**src/rtl/sha_msg_feeder_pkg.sv**
```systemverilog
// Shared types and limits for the sha_engine request path: algorithm modes, message-size limits
// and the feeder's FSM state encoding.
package sha_msg_feeder_pkg;

  typedef enum logic [1:0] {
    sha1   = 2'd0,
    sha256 = 2'd1,
    sha512 = 2'd2
  } mode_t;

  localparam int unsigned MSG_W     = 1024;
  // Largest message that still fits in one padded block of the algorithm.
  localparam int unsigned MAX512_B  = 55;
  localparam int unsigned MAX1024_B = 111;

  typedef enum logic [2:0] {
    StCollect,
    StDrop,
    StIssue,
    StWaitBusy,
    StWaitDone
  } feeder_state_e;

  function automatic logic [7:0] max_len(input mode_t mode);
    return (mode == sha512) ? 8'(MAX1024_B) : 8'(MAX512_B);
  endfunction

endpackage

```
**src/rtl/sha_msg_feeder.sv**
```systemverilog
// Collects one byte-stream message, right-aligns it and issues a single request to sha_engine,
// then waits for the engine to finish before accepting the next message.
module sha_msg_feeder
  import sha_msg_feeder_pkg::*;
#(
  parameter int unsigned MsgW = MSG_W
) (
  input  logic            clk_i,
  input  logic            rst_ni,
  input  mode_t           cfg_mode_i,
  input  logic            s_valid_i,
  output logic            s_ready_o,
  input  logic [7:0]      s_data_i,
  input  logic            s_last_i,
  output logic            eng_valid_o,
  output mode_t           eng_mode_o,
  output logic [MsgW-1:0] eng_msg_o,
  output logic [7:0]      eng_len_o,
  input  logic            eng_ready_i,
  output logic            busy_o,
  output logic            err_ovf_o
);

  feeder_state_e   state_q;
  logic [MsgW-1:0] msg_q;
  logic [7:0]      len_q;
  mode_t           mode_q;
  logic            s_ready_q;
  logic            eng_valid_q;
  logic            busy_q;
  logic            err_ovf_q;
  logic [1:0]      wait_cnt_q;

  logic            accept;
  mode_t           msg_mode;
  logic [7:0]      len_inc;
  logic [7:0]      limit;

  // The first byte of a message decides the mode, so its limit must come from cfg_mode_i.
  assign accept   = s_valid_i & s_ready_q;
  assign msg_mode = (len_q == 8'd0) ? cfg_mode_i : mode_q;
  assign len_inc  = len_q + 8'd1;
  assign limit    = max_len(msg_mode);

  always_ff @(posedge clk_i or negedge rst_ni) begin
    if (!rst_ni) begin
      state_q     <= StCollect;
      msg_q       <= '0;
      len_q       <= '0;
      mode_q      <= sha1;
      s_ready_q   <= 1'b1;
      eng_valid_q <= 1'b0;
      busy_q      <= 1'b0;
      err_ovf_q   <= 1'b0;
      wait_cnt_q  <= '0;
    end else begin
      eng_valid_q <= 1'b0;
      err_ovf_q   <= 1'b0;
      unique case (state_q)
        StCollect: begin
          if (accept) begin
            busy_q <= 1'b1;
            if (len_q == 8'd0) mode_q <= cfg_mode_i;
            if (len_inc > limit) begin
              // An overflowing final byte ends the drop right away.
              if (s_last_i) begin
                err_ovf_q <= 1'b1;
                msg_q     <= '0;
                len_q     <= '0;
                busy_q    <= 1'b0;
              end else begin
                state_q <= StDrop;
              end
            end else begin
              msg_q <= {msg_q[MsgW-9:0], s_data_i};
              len_q <= len_inc;
              if (s_last_i) begin
                state_q   <= StIssue;
                s_ready_q <= 1'b0;
              end
            end
          end
        end
        StDrop: begin
          if (accept && s_last_i) begin
            err_ovf_q <= 1'b1;
            msg_q     <= '0;
            len_q     <= '0;
            busy_q    <= 1'b0;
            state_q   <= StCollect;
          end
        end
        StIssue: begin
          if (eng_ready_i) begin
            eng_valid_q <= 1'b1;
            wait_cnt_q  <= '0;
            state_q     <= StWaitBusy;
          end
        end
        StWaitBusy: begin
          // An engine that never drops ready is assumed to have taken the request.
          if (!eng_ready_i || wait_cnt_q == 2'd3) begin
            state_q <= StWaitDone;
          end else begin
            wait_cnt_q <= wait_cnt_q + 2'd1;
          end
        end
        StWaitDone: begin
          if (eng_ready_i) begin
            msg_q     <= '0;
            len_q     <= '0;
            busy_q    <= 1'b0;
            s_ready_q <= 1'b1;
            state_q   <= StCollect;
          end
        end
        default: state_q <= StCollect;
      endcase
    end
  end

  assign s_ready_o   = s_ready_q;
  assign eng_valid_o = eng_valid_q;
  assign eng_mode_o  = mode_q;
  assign eng_msg_o   = msg_q;
  assign eng_len_o   = len_q;
  assign busy_o      = busy_q;
  assign err_ovf_o   = err_ovf_q;

endmodule

```
**config.mk**
```make
export PLATFORM = sky130hd
export DESIGN_NAME = sha_msg_feeder
export DESIGN_NICKNAME = d
export VERILOG_FILES = /design/src/rtl/sha_msg_feeder_pkg.sv /design/src/rtl/sha_msg_feeder.sv
export SDC_FILE = /design/constraint.sdc
export NUM_CORES = 1
export LEC_CHECK = 0
export ABC_CLOCK_PERIOD_IN_PS = 3100
export CAP_MARGIN = 20
export CORE_AREA = 5 5 402 404
export CTS_CLUSTER_SIZE = 30
export DETAILED_ROUTE_END_ITERATION = 7
export DIE_AREA = 0 0 407 409
export SKIP_LAST_GASP = 1
export SYNTH_ARGS = -nofsm -noshare
export SYNTH_HDL_FRONTEND = slang
export SYNTH_SLANG_ARGS = --single-unit
```
**constraint.sdc**
```tcl
create_clock -name clk_i -period 3.1 [get_ports clk_i]
set_clock_uncertainty 0.2 [all_clocks]
set_input_delay 0.62 -clock clk_i [delete_from_list [all_inputs] [get_ports clk_i]]
set_output_delay 0.62 -clock clk_i [all_outputs]
set_load 0.02 [all_outputs]
```
==> results_dict.tcl, run 1 <==
set metrics [dict create \
    status "complete, but fails checks" \
    violations "setup timing" \
    die_area_um2 166000 \
    grt.total_usage 0.168 \
    crit_path_end_kind "register" \
    die_x_um 407 \
    static-leakage-power_nw 25.7 \
    area_growth_syn_to_layout_pct 52.1 \
    synth_cell_types 46 \
    area_of_the_mapped_netlist_um2 37300 \
    worst_path_max_delay_cell "sky130_fd_sc_hd__dfrtp_2" \
    hold_viol_final 0 \
    io_buffers 1052 \
    worst_ir_drop_on_vdd_mv 0.498 \
    final_critical_path_setup_slack_ns -0.649 \
    synth.yosys.seq_area_share 0.699 \
    detail_route.vias_per_cell 4.88 \
    synth_common_cells "sky130_fd_sc_hd__dfrtp_1 (1,042), sky130_fd_sc_hd__a22o_1 (1,029), sky130_fd_sc_hd__buf_2 (153)" \
    number_of_global_route_vias_before_repair 28013 \
    synthMostInstantiatedCell "sky130_fd_sc_hd__dfrtp_1" \
    avgSynthCellArea_um2 15.5 \
    pwr-share-comb 0.013 \
    gr-total-overflow 0 \
    final.min_clock_period_ns 3.75 \
    cell_internal_pwr_mw 21.9 \
    power.sequential.fraction 0.487 \
    routed_wl_mm 150 \
    powerDensity_nw_per_um2 492 \
    timing.max_slew.rel_slack 0.540 \
    firstDrtPassIters 5 \
    postLayoutCoreUtil 0.360 \
    nets 3617 \
    routedWlPerCell_um 26.0 \
    fp.coreArea_um2 157000 \
    portion_of_synthesized_cell_area_occupied_by_the_leading_cell_type 0.699 \
    arrival_ns 4.12 \
    rsz_0062_raised_after_global_routing "true" \
    worstSkewPairLatency_ns 0.73 \
    fillerInstances 15101 \
    dp_hpwl_mm 104 \
    clock_network_power_share 0.500 \
    fin_cells 5758 \
    yosysTopAreaCell "sky130_fd_sc_hd__dfrtp_1" \
    critPathLaunchType "register" \
    residual_drc 0 \
    setup_crit_path_kind "register to register" \
    cts.root.buffer_cell "sky130_fd_sc_hd__clkbuf_16" \
    post_synth_inst_count 2406 \
    finalSetupViolCount 1037 \
    htree_levels 3 \
    dp_cells 5467 \
    synthesis_stage_register_bit_count 1043 \
    worst_hold_path_type "primary input to register" \
    cts.sinks 1043 \
    cts.path.max_buffers 3 \
    synth_area_leaders "sky130_fd_sc_hd__dfrtp_1 (70%), sky130_fd_sc_hd__a22o_1 (24%), sky130_fd_sc_hd__buf_2 (2.1%)" \
    power.share.switching 0.217 \
    power_spent_charging_and_discharging_nets_mw 6.07 \
    routed-via-count 28110 \
    mappedNetlistNets 2428 \
    synth-edff-count 0 \
    grt_pass1_wl_mm 208 \
    timing_worst_slew_pin_value_ns 0.691 \
    grt_max_degree 77 \
    synthesis.yosys.warnings 0 \
    cts_buffers 110 \
    post-route-period-util 1.21 \
    drt-initial-drc-count 2226 \
    ant_nets 0 \
    crit_required_ns 3.47 \
    antenna_violations_before_repair 7 \
    row_cnt 146 \
    fmax_ghz 0.267 \
    slowest_delay_ns 0.40 \
    io_pins 1053 \
    worst-path-max-fanout 37 \
    postSynth.topFlopCell "sky130_fd_sc_hd__dfrtp_1" \
    die_h_um 409 \
    clk_pin_slew_worst_setup_hold_paths_ns 0.06 \
    globalplace.congestion 0.868 \
    asyncSetResetFlopFracSynth 1.00 \
    cp_cell_sequence "inv_2 -> ha_4 -> nor4b_4 -> nand2_1 -> mux2_4 -> inv_4 -> ha_4 -> a21oi_4 -> o22ai_2 -> a211o_1 -> buf_4 -> a41o_4 -> buf_4 -> buf_16 -> buf_12 -> a22o_1" \
    clock_tree_from_tritoncts "done" \
    layout-drive-gt1-share 0.127 \
    reported_max_cap_violation_count 0 \
    timing_max_transition_violations_final 0 \
    floorplan.initialDensity 0.237 \
]
power groups by stage:
stage	Combinational, mW	Sequential [mW]	Clock [mW]
global route	0.430	13.6	14.8
detailed placement	0.386	13.9	0
CTS	0.387	13.6	14.3
floorplan	0.00641	13.9	0
finish	0.364	13.6	14.0
global placement	0.381	13.9	0
registers in the layout, summed over array words and instances (netlist names):
register	cells
eng_msg_o	1024
eng_len_o	8
state_q	3
eng_mode_o	2
wait_cnt_q	2
busy_o	1
eng_valid_o	1
err_ovf_o	1
s_ready_o	1
layout make-up:
cell class              instances  area, um2  area share
diodes                          2       5.00   0.0000882
clock buffers                 159       3270      0.0576
clock inverters                42        616      0.0108
inverters                       7       28.8    0.000507
multi-input cells            1122       9780       0.172
flip-flops and latches       1043      26100       0.460
well taps                    2072       2590      0.0457
repair buffers               1311      14400       0.253
path summary, 6_finish.rpt:
kind,slack [ns],end,startpoint,cells past startpoint
hold / removal,0.29,eng_msg_o[6]$_DFFE_PN0P_,s_data_i[6],2
setup / recovery,-0.65,eng_msg_o[654]$_DFFE_PN0P_,eng_len_o[0]$_DFFE_PN0P_,16
max in group asynchronous,1.39,eng_msg_o[654]$_DFFE_PN0P_,rst_ni,3
hold reg to reg,0.30,eng_msg_o[861]$_DFFE_PN0P_,eng_msg_o[853]$_DFFE_PN0P_,1
min in group asynchronous,0.38,eng_msg_o[369]$_DFFE_PN0P_,rst_ni,2
setup reg to reg,-0.65,eng_msg_o[654]$_DFFE_PN0P_,eng_len_o[0]$_DFFE_PN0P_,16
per-layer routing:
metal | vias to the layer above | GRT usage | wire, um
li1 | 11807 | - | -
met1 | 14858 | 0.208 | 59100
met2 | 1179 | 0.274 | 72400
met3 | 266 | 0.0444 | 11400
met4 | 0 | 0.0745 | 6720
met5 | - | 0 | 0
placed cells by master, fill, tap and decap left out, types with 3 or more instances in the layout:
cell type / instances
sky130_fd_sc_hd__nor3_1: 7
sky130_fd_sc_hd__nand4_1: 3
sky130_fd_sc_hd__bufinv_16: 10
sky130_fd_sc_hd__nand3_1: 8
sky130_fd_sc_hd__clkdlybuf4s50_1: 1051
sky130_fd_sc_hd__clkinv_2: 18
sky130_fd_sc_hd__buf_6: 19
sky130_fd_sc_hd__ha_4: 3
sky130_fd_sc_hd__inv_1: 4
sky130_fd_sc_hd__buf_12: 59
sky130_fd_sc_hd__buf_16: 32
sky130_fd_sc_hd__clkbuf_16: 126
sky130_fd_sc_hd__xnor2_1: 4
sky130_fd_sc_hd__bufbuf_16: 5
sky130_fd_sc_hd__buf_4: 124
sky130_fd_sc_hd__clkbuf_1: 16
sky130_fd_sc_hd__clkinv_16: 4
sky130_fd_sc_hd__dfrtp_1: 1040
sky130_fd_sc_hd__clkbuf_8: 33
sky130_fd_sc_hd__nand2_1: 6
sky130_fd_sc_hd__buf_8: 4
sky130_fd_sc_hd__nand2b_1: 3
sky130_fd_sc_hd__a2111oi_0: 3
sky130_fd_sc_hd__inv_6: 6
sky130_fd_sc_hd__mux2_2: 3
sky130_fd_sc_hd__nor2_1: 7
sky130_fd_sc_hd__ha_1: 4
sky130_fd_sc_hd__a22o_1: 1029
sky130_fd_sc_hd__nor2b_1: 5
repair_timing:
item,CTS,global route
pin swaps,7,7
resized for setup,43,49
setup buffers,34,12
cloned,25,22
hold endpoints to repair,10,0
hold buffers,1,0
setup endpoints to repair,1040,1038
cell families (layout without fill, tap and decap cells):
kind of cell	after synthesis	in the layout	share of synthesized area
compound gates	1056	1056	0.247
flops	1043	1043	0.699
buf+inv	241	1519	0.0415
simple gates	50	50	0.00738
fa+ha+maj	7	7	0.00235
xor+xnor	5	5	0.00117
mux	4	4	0.00121
other cells	0	2	0
critical path: cells and delay by family, from the launching register on:
family	cells	cell delay, ns
flops	1	0.40
simple gates	2	0.34
fa+ha+maj	2	0.32
compound gates	5	1.06
mux	1	0.35
buf+inv	6	0.83
per-stage QoR:
stage                     worst slack [ns]  area [um2]  total power [mW]  setup TNS [ns]  hold slack [ns]
after CTS                           -0.623       56200              28.3         -534.42            0.185
after global routing                -0.772       56800              28.9         -696.04            0.225
final                               -0.649       56800              27.9         -558.04            0.289
after global placement              -0.993       50900              14.2         -968.38            0.289
after detailed placement             -1.04       50900              14.3        -1004.60            0.290
after floorplan                     -0.253       37400              13.9         -229.44            0.124
Note: power is estimated with default switching activity, not from simulation.
==> run 2, diff against run 1 <==
CORE_AREA = 5 5 404 406   (was 5 5 402 404)
DIE_AREA = 0 0 409 411   (was 0 0 407 409)
==> run 2 against run 1 <==
  * The run still ends with setup timing left
  * Sequential power barely moved
  * Critical endpoint is now eng_msg_o[686]$_DFFE_PN0P_
  * Maximum frequency is 0.40% higher
  * Highest routed layer unchanged
  * Final cell count about the same
  * Routed wire length is 1.5% higher
  * Via count is 0.18% lower
==> results_dict.tcl, run 2 (synthesis results as in run 1) <==
set metrics [dict create \
    number_of_global_route_vias_before_repair 28422 \
    htree_levels 3 \
    violations "setup timing" \
    rsz_0062_raised_after_global_routing "true" \
    post-route-period-util 1.20 \
    io_pins 1053 \
    crit_path_end_kind "register" \
    floorplan.initialDensity 0.234 \
    worst_hold_path_type "register to register" \
    worst-path-max-fanout 52 \
    setup.reg_to_reg.worst_slack_ns -0.63 \
    worstSkewPairLatency_ns 0.72 \
    detailroute.wirelength.met3_mm 11.2 \
    crit_required_ns 3.48 \
    cts.path.max_buffers 3 \
    r2r-start "eng_len_o[0]$_DFFE_PN0P_" \
    fillerInstances 15316 \
    firstDrtPassIters 5 \
    detail_route.vias_per_cell 4.88 \
    routed_wl_mm 152 \
    cts_buffers 112 \
    cts.sinks 1043 \
    setup_crit_path_kind "register to register" \
    row_cnt 147 \
    critical_path_origin "eng_len_o[0]$_DFFE_PN0P_" \
    powerDensity_nw_per_um2 491 \
    die_x_um 409 \
    drt-initial-drc-count 2559 \
    wl_met2_mm 74.8 \
    most_frequent_cells_in_the_layout "sky130_fd_sc_hd__clkdlybuf4s50_1 (1,051), sky130_fd_sc_hd__dfrtp_1 (1,040), sky130_fd_sc_hd__a22o_1 (1,029), sky130_fd_sc_hd__clkbuf_16 (130), sky130_fd_sc_hd__buf_4 (108)" \
    worst_ir_drop_on_vdd_mv 0.435 \
    timing.max_slew.rel_slack 0.374 \
    hold_viol_final 0 \
    fin_cells 5754 \
    routed-via-count 28059 \
    reported_max_cap_violation_count 0 \
    slowest_delay_ns 0.40 \
    nets 3596 \
    antenna_cells_inserted 0 \
    area_growth_syn_to_layout_pct 50.9 \
    final_critical_path_setup_slack_ns -0.634 \
    area.sequential_um2 26100 \
    worst_path_max_delay_cell "sky130_fd_sc_hd__dfrtp_2" \
    timing_worst_slew_pin_value_ns 0.940 \
    grt_max_degree 108 \
    antenna_violations_before_repair 1 \
    critPathLaunchType "register" \
    grt.total_usage 0.167 \
    final.min_clock_period_ns 3.73 \
    largest_register_ffs 1024 \
    residual_drc 0 \
    fmax_ghz 0.268 \
    most_common_cell_after_layout_fill_and_taps_aside "sky130_fd_sc_hd__clkdlybuf4s50_1" \
    cp_cell_sequence "inv_2 -> ha_4 -> nor4b_4 -> nand2_1 -> mux2_4 -> inv_2 -> ha_4 -> a21oi_4 -> o22ai_2 -> a211o_1 -> a41o_4 -> buf_4 -> buf_12 -> buf_12 -> a22o_1" \
    fin_hold_ws_ns 0.304 \
    grt_pass1_wl_mm 211 \
    routedWlPerCell_um 26.4 \
    globalplace.congestion 0.869 \
    finalSetupViolCount 1037 \
    cts.root.buffer_cell "sky130_fd_sc_hd__clkbuf_16" \
    ant_nets 0 \
    dp_cells 5476 \
    io_buffers 1052 \
    die_h_um 411 \
    wl_met1_mm 61.7 \
    static-leakage-power_nw 25.4 \
    die_area_um2 168000 \
    fp.coreArea_um2 159000 \
    gr-total-overflow 0 \
    uppermost_metal_layer_occupied_by_signal_nets "met4" \
    timing_max_transition_violations_final 0 \
    clk_pin_slew_worst_setup_hold_paths_ns 0.06 \
    clock_tree_from_tritoncts "done" \
    dp_hpwl_mm 106 \
    status "complete, but fails checks" \
    fin_total_pwr_mw 27.6 \
    critical_hold_path_startpoint "eng_msg_o[1022]$_DFFE_PN0P_" \
    layout-drive-gt1-share 0.121 \
    multi_input_area_um2 9780 \
    arrival_ns 4.11 \
]
-- run 2: cell count changes in the layout (fill, tap and decap cells not counted), moves of 2 or more --
cell,change
sky130_fd_sc_hd__diode_2,-2
sky130_fd_sc_hd__buf_4,-16
sky130_fd_sc_hd__clkinv_2,+12
sky130_fd_sc_hd__clkbuf_1,+8
sky130_fd_sc_hd__clkbuf_16,+4
sky130_fd_sc_hd__buf_8,+2
sky130_fd_sc_hd__bufinv_16,-4
sky130_fd_sc_hd__clkbuf_8,-10
sky130_fd_sc_hd__inv_2,+2
sky130_fd_sc_hd__buf_16,-2
sky130_fd_sc_hd__inv_6,-3
sky130_fd_sc_hd__buf_6,+8
sky130_fd_sc_hd__buf_12,-16
-- run 2: cell type report --
| type | instances | share of cell area |
|---|---|---|
| flip-flops and latches | 1043 | 0.464 |
| repair buffers | 1288 | 0.249 |
| multi-input cells | 1122 | 0.174 |
| clock buffers | 161 | 0.0579 |
| well taps | 2086 | 0.0464 |
| clock inverters | 47 | 0.00902 |
| inverters | 7 | 0.000467 |
-- run 2: repair_timing --
| item | CTS | global route |
|---|---|---|
| gates resized for setup | 46 | 27 |
| hold buffers | 1 | 0 |
| gates cloned | 17 | 30 |
| buffers inserted | 21 | 1 |
| endpoints found under the hold margin | 32 | 0 |
| pin swaps | 28 | 6 |
| setup endpoints to repair | 1040 | 1039 |
-- run 2: through the flow --
step                 util  worst slack [ns]   TNS, ns  cell area [um2]
finish              0.353            -0.634   -596.62            56300
global route        0.353            -0.712   -680.01            56300
CTS                 0.349            -0.554   -512.95            55600
detailed placement  0.319             -1.04   -951.15            50900
global placement    0.319             -1.06  -1001.46            50900
floorplan               -            -0.253   -229.44            37400
-- run 2: report_power, final --
part	internal (mW)	switching (mW)	total, mW	leakage (nW)
clock network	7.84	5.82	13.7	1.87
registers	13.6	0.00176	13.6	14.6
logic	0.0676	0.294	0.362	9.00
total	21.5	6.12	27.6	25.4
-- run 2: path summary, 6_finish.rpt --
check                                              end  depth (start not counted)
max                         eng_msg_o[686]$_DFFE_PN0P_                         15
min reg2reg                eng_msg_o[1022]$_DFFE_PN0P_                          1
min in group asynchronous   eng_msg_o[360]$_DFFE_PN0P_                          2
min                        eng_msg_o[1022]$_DFFE_PN0P_                          1
max in group asynchronous   eng_msg_o[783]$_DFFE_PN0P_                          3
max reg2reg                 eng_msg_o[686]$_DFFE_PN0P_                         15
-- run 2: worst max-delay path, delay by kind of cell, from the launching register on --
family                   cells  cell delay, ns
AO/OA/AOI/OAI                5            1.25
adder cells (fa/ha/maj)      2            0.32
buffers and inverters        5            0.63
flip-flops                   1            0.40
multiplexers                 1            0.36
AND/OR/NAND/NOR              2            0.37
-- run 2: layer usage --
metal	GRT usage	up-vias
met4	0.0501	0
met2	0.283	1140
met3	0.0458	195
met5	0	-
li1	-	11768
met1	0.209	14956
==> run 3, diff against run 2 <==
MAX_ROUTING_LAYER = met4   (was unset)
==> run 3 against run 2 <==
  * The flow finishes with violations (DRC, setup timing)
  * Sequential share of layout area down 0.49 points
  * Routed wire length increased by 2.6%
  * Clock-buffer cell count unchanged
  * Hold slack gained 0.0014 ns
  * Core utilization grew 0.37 points
  * Flip-flop and latch count stayed put
  * Via count up 1.6%
  * Die area is the same
  * Final cell count increased by 0.43%
==> results_dict.tcl, run 3 (synthesis results as in run 1) <==
set metrics [dict create \
    final_critical_path_setup_slack_ns -0.601 \
    cts.path.max_buffers 3 \
    detailed_place.area_um2 50900 \
    grt.total_usage 0.172 \
    fin_cells 5779 \
    htree_levels 3 \
    area_growth_syn_to_layout_pct 52.4 \
    detail_route.vias_per_cell 4.93 \
    final.min_clock_period_ns 3.70 \
    cts_buffers 112 \
    io_pins 1053 \
    row_cnt 147 \
    die_h_um 411 \
    setup_crit_path_kind "register to register" \
    multi_input_area_um2 9780 \
    floorplan.initialDensity 0.234 \
    crit_required_ns 3.48 \
    setup-tns-final_ns -566.63 \
    finalSetupViolCount 1037 \
    layout-drive-gt1-share 0.127 \
    status "complete, but fails checks" \
    residual_drc 5 \
    antenna_violations_before_repair 1 \
    io_buffers 1052 \
    most_common_cell_after_layout_fill_and_taps_aside "sky130_fd_sc_hd__clkdlybuf4s50_1" \
    powerDensity_nw_per_um2 486 \
    number_of_global_route_vias_before_repair 28452 \
    reported_max_cap_violation_count 0 \
    globalplace.congestion 0.883 \
    largest_register_ffs 1024 \
    layout.cell_area.non_filler_um2 56900 \
    dp_worst_setup_slack_ns -1.04 \
    worst-path-max-fanout 10 \
    nets 3620 \
    die_x_um 409 \
    crit_path_end_kind "register" \
    fp.coreArea_um2 159000 \
    firstDrtPassIters 7 \
    grt_max_degree 108 \
    fillerInstances 15253 \
    dp_hpwl_mm 106 \
    fmax_ghz 0.270 \
    worstSkewPairLatency_ns 0.72 \
    clk_pin_slew_worst_setup_hold_paths_ns 0.06 \
    routed_wl_mm 156 \
    ant_nets 0 \
    dp_cells 5476 \
    cts.sinks 1043 \
    routedWlPerCell_um 26.9 \
    gr-total-overflow 0 \
    grt_pass1_wl_mm 211 \
    worst_ir_drop_on_vdd_mv 0.437 \
    fin_total_pwr_mw 27.6 \
    drt-initial-drc-count 2640 \
    timing.max_slew.rel_slack 0.390 \
    most_frequent_cells_in_the_layout "sky130_fd_sc_hd__clkdlybuf4s50_1 (1,051), sky130_fd_sc_hd__dfrtp_1 (1,040), sky130_fd_sc_hd__a22o_1 (1,029), sky130_fd_sc_hd__clkbuf_16 (144), sky130_fd_sc_hd__buf_4 (102)" \
    static-leakage-power_nw 25.8 \
    critPathLaunchType "register" \
    arrival_ns 4.08 \
    worst_hold_path_type "register to register" \
    fin_hold_ws_ns 0.305 \
    timing_worst_slew_pin_value_ns 0.915 \
    routed-via-count 28508 \
    post-route-period-util 1.19 \
    postLayoutCoreUtil 0.357 \
    timing_max_transition_violations_final 0 \
    violations "DRC, setup timing" \
    hold_viol_final 0 \
    cts.root.buffer_cell "sky130_fd_sc_hd__clkbuf_16" \
    area.sequential_um2 26100 \
    die_area_um2 168000 \
    clock_tree_from_tritoncts "done" \
    rsz_0062_raised_after_global_routing "true" \
]
-- run 3: changes by cell type in the layout (fill, tap and decap cells not counted), sizes merged --
cell	previous run	this run
diode	0	1
clkbuf	177	191
buf	214	224
-- run 3: power by group --
part,internal (mW),switching [mW]
registers,13.6,0.00177
logic,0.0676,0.294
clock network,7.84,5.83
total,21.5,6.12
-- run 3: final timing paths --
kind,endpoint,cells past startpoint,start,slack (ns)
min,eng_msg_o[1022]$_DFFE_PN0P_,1,eng_msg_o[1022]$_DFFE_PN0P_,0.31
min in group asynchronous,eng_msg_o[360]$_DFFE_PN0P_,2,rst_ni,0.44
max in group asynchronous,eng_msg_o[796]$_DFFE_PN0P_,3,rst_ni,1.27
max,eng_msg_o[638]$_DFFE_PN0P_,15,eng_len_o[0]$_DFFE_PN0P_,-0.60
min reg2reg,eng_msg_o[1022]$_DFFE_PN0P_,1,eng_msg_o[1022]$_DFFE_PN0P_,0.31
max reg2reg,eng_msg_o[638]$_DFFE_PN0P_,15,eng_len_o[0]$_DFFE_PN0P_,-0.60
-- run 3: critical path, stage by stage, from the launching register on --
cell,delay [ns]
sky130_fd_sc_hd__dfrtp_2,0.40
sky130_fd_sc_hd__inv_2,0.07
sky130_fd_sc_hd__ha_4,0.12
sky130_fd_sc_hd__nor4b_4,0.22
sky130_fd_sc_hd__nand2_1,0.14
sky130_fd_sc_hd__mux2_4,0.36
sky130_fd_sc_hd__inv_2,0.08
sky130_fd_sc_hd__ha_4,0.20
sky130_fd_sc_hd__a21oi_4,0.16
sky130_fd_sc_hd__o22ai_2,0.10
sky130_fd_sc_hd__a211o_1,0.38
sky130_fd_sc_hd__a41o_4,0.33
sky130_fd_sc_hd__buf_12,0.16
sky130_fd_sc_hd__buf_16,0.16
sky130_fd_sc_hd__clkbuf_16,0.19
sky130_fd_sc_hd__a22o_1,0.23
-- run 3: layer usage --
metal  share of wire  track usage
met1            0.41        0.212
met3           0.070       0.0431
met2            0.49        0.283
met4           0.028       0.0500
met5               0            -
-- run 3: cell type report --
cell class | count | area share
clock inverter | 47 | 0.00893
sequential | 1043 | 0.459
multi-input combinational | 1122 | 0.172
clock buffer | 161 | 0.0573
timing repair buffer | 1312 | 0.257
antenna | 1 | 0.0000440
tap | 2086 | 0.0459
inverter | 7 | 0.000462
-- run 3: repair_timing --
action | CTS | global route
hold endpoints to repair | 32 | 0
setup endpoints to repair | 1040 | 1039
gates cloned | 17 | 53
hold buffers | 1 | 0
gates resized for setup | 46 | 55
pin swaps | 28 | 6
setup buffers | 21 | 2
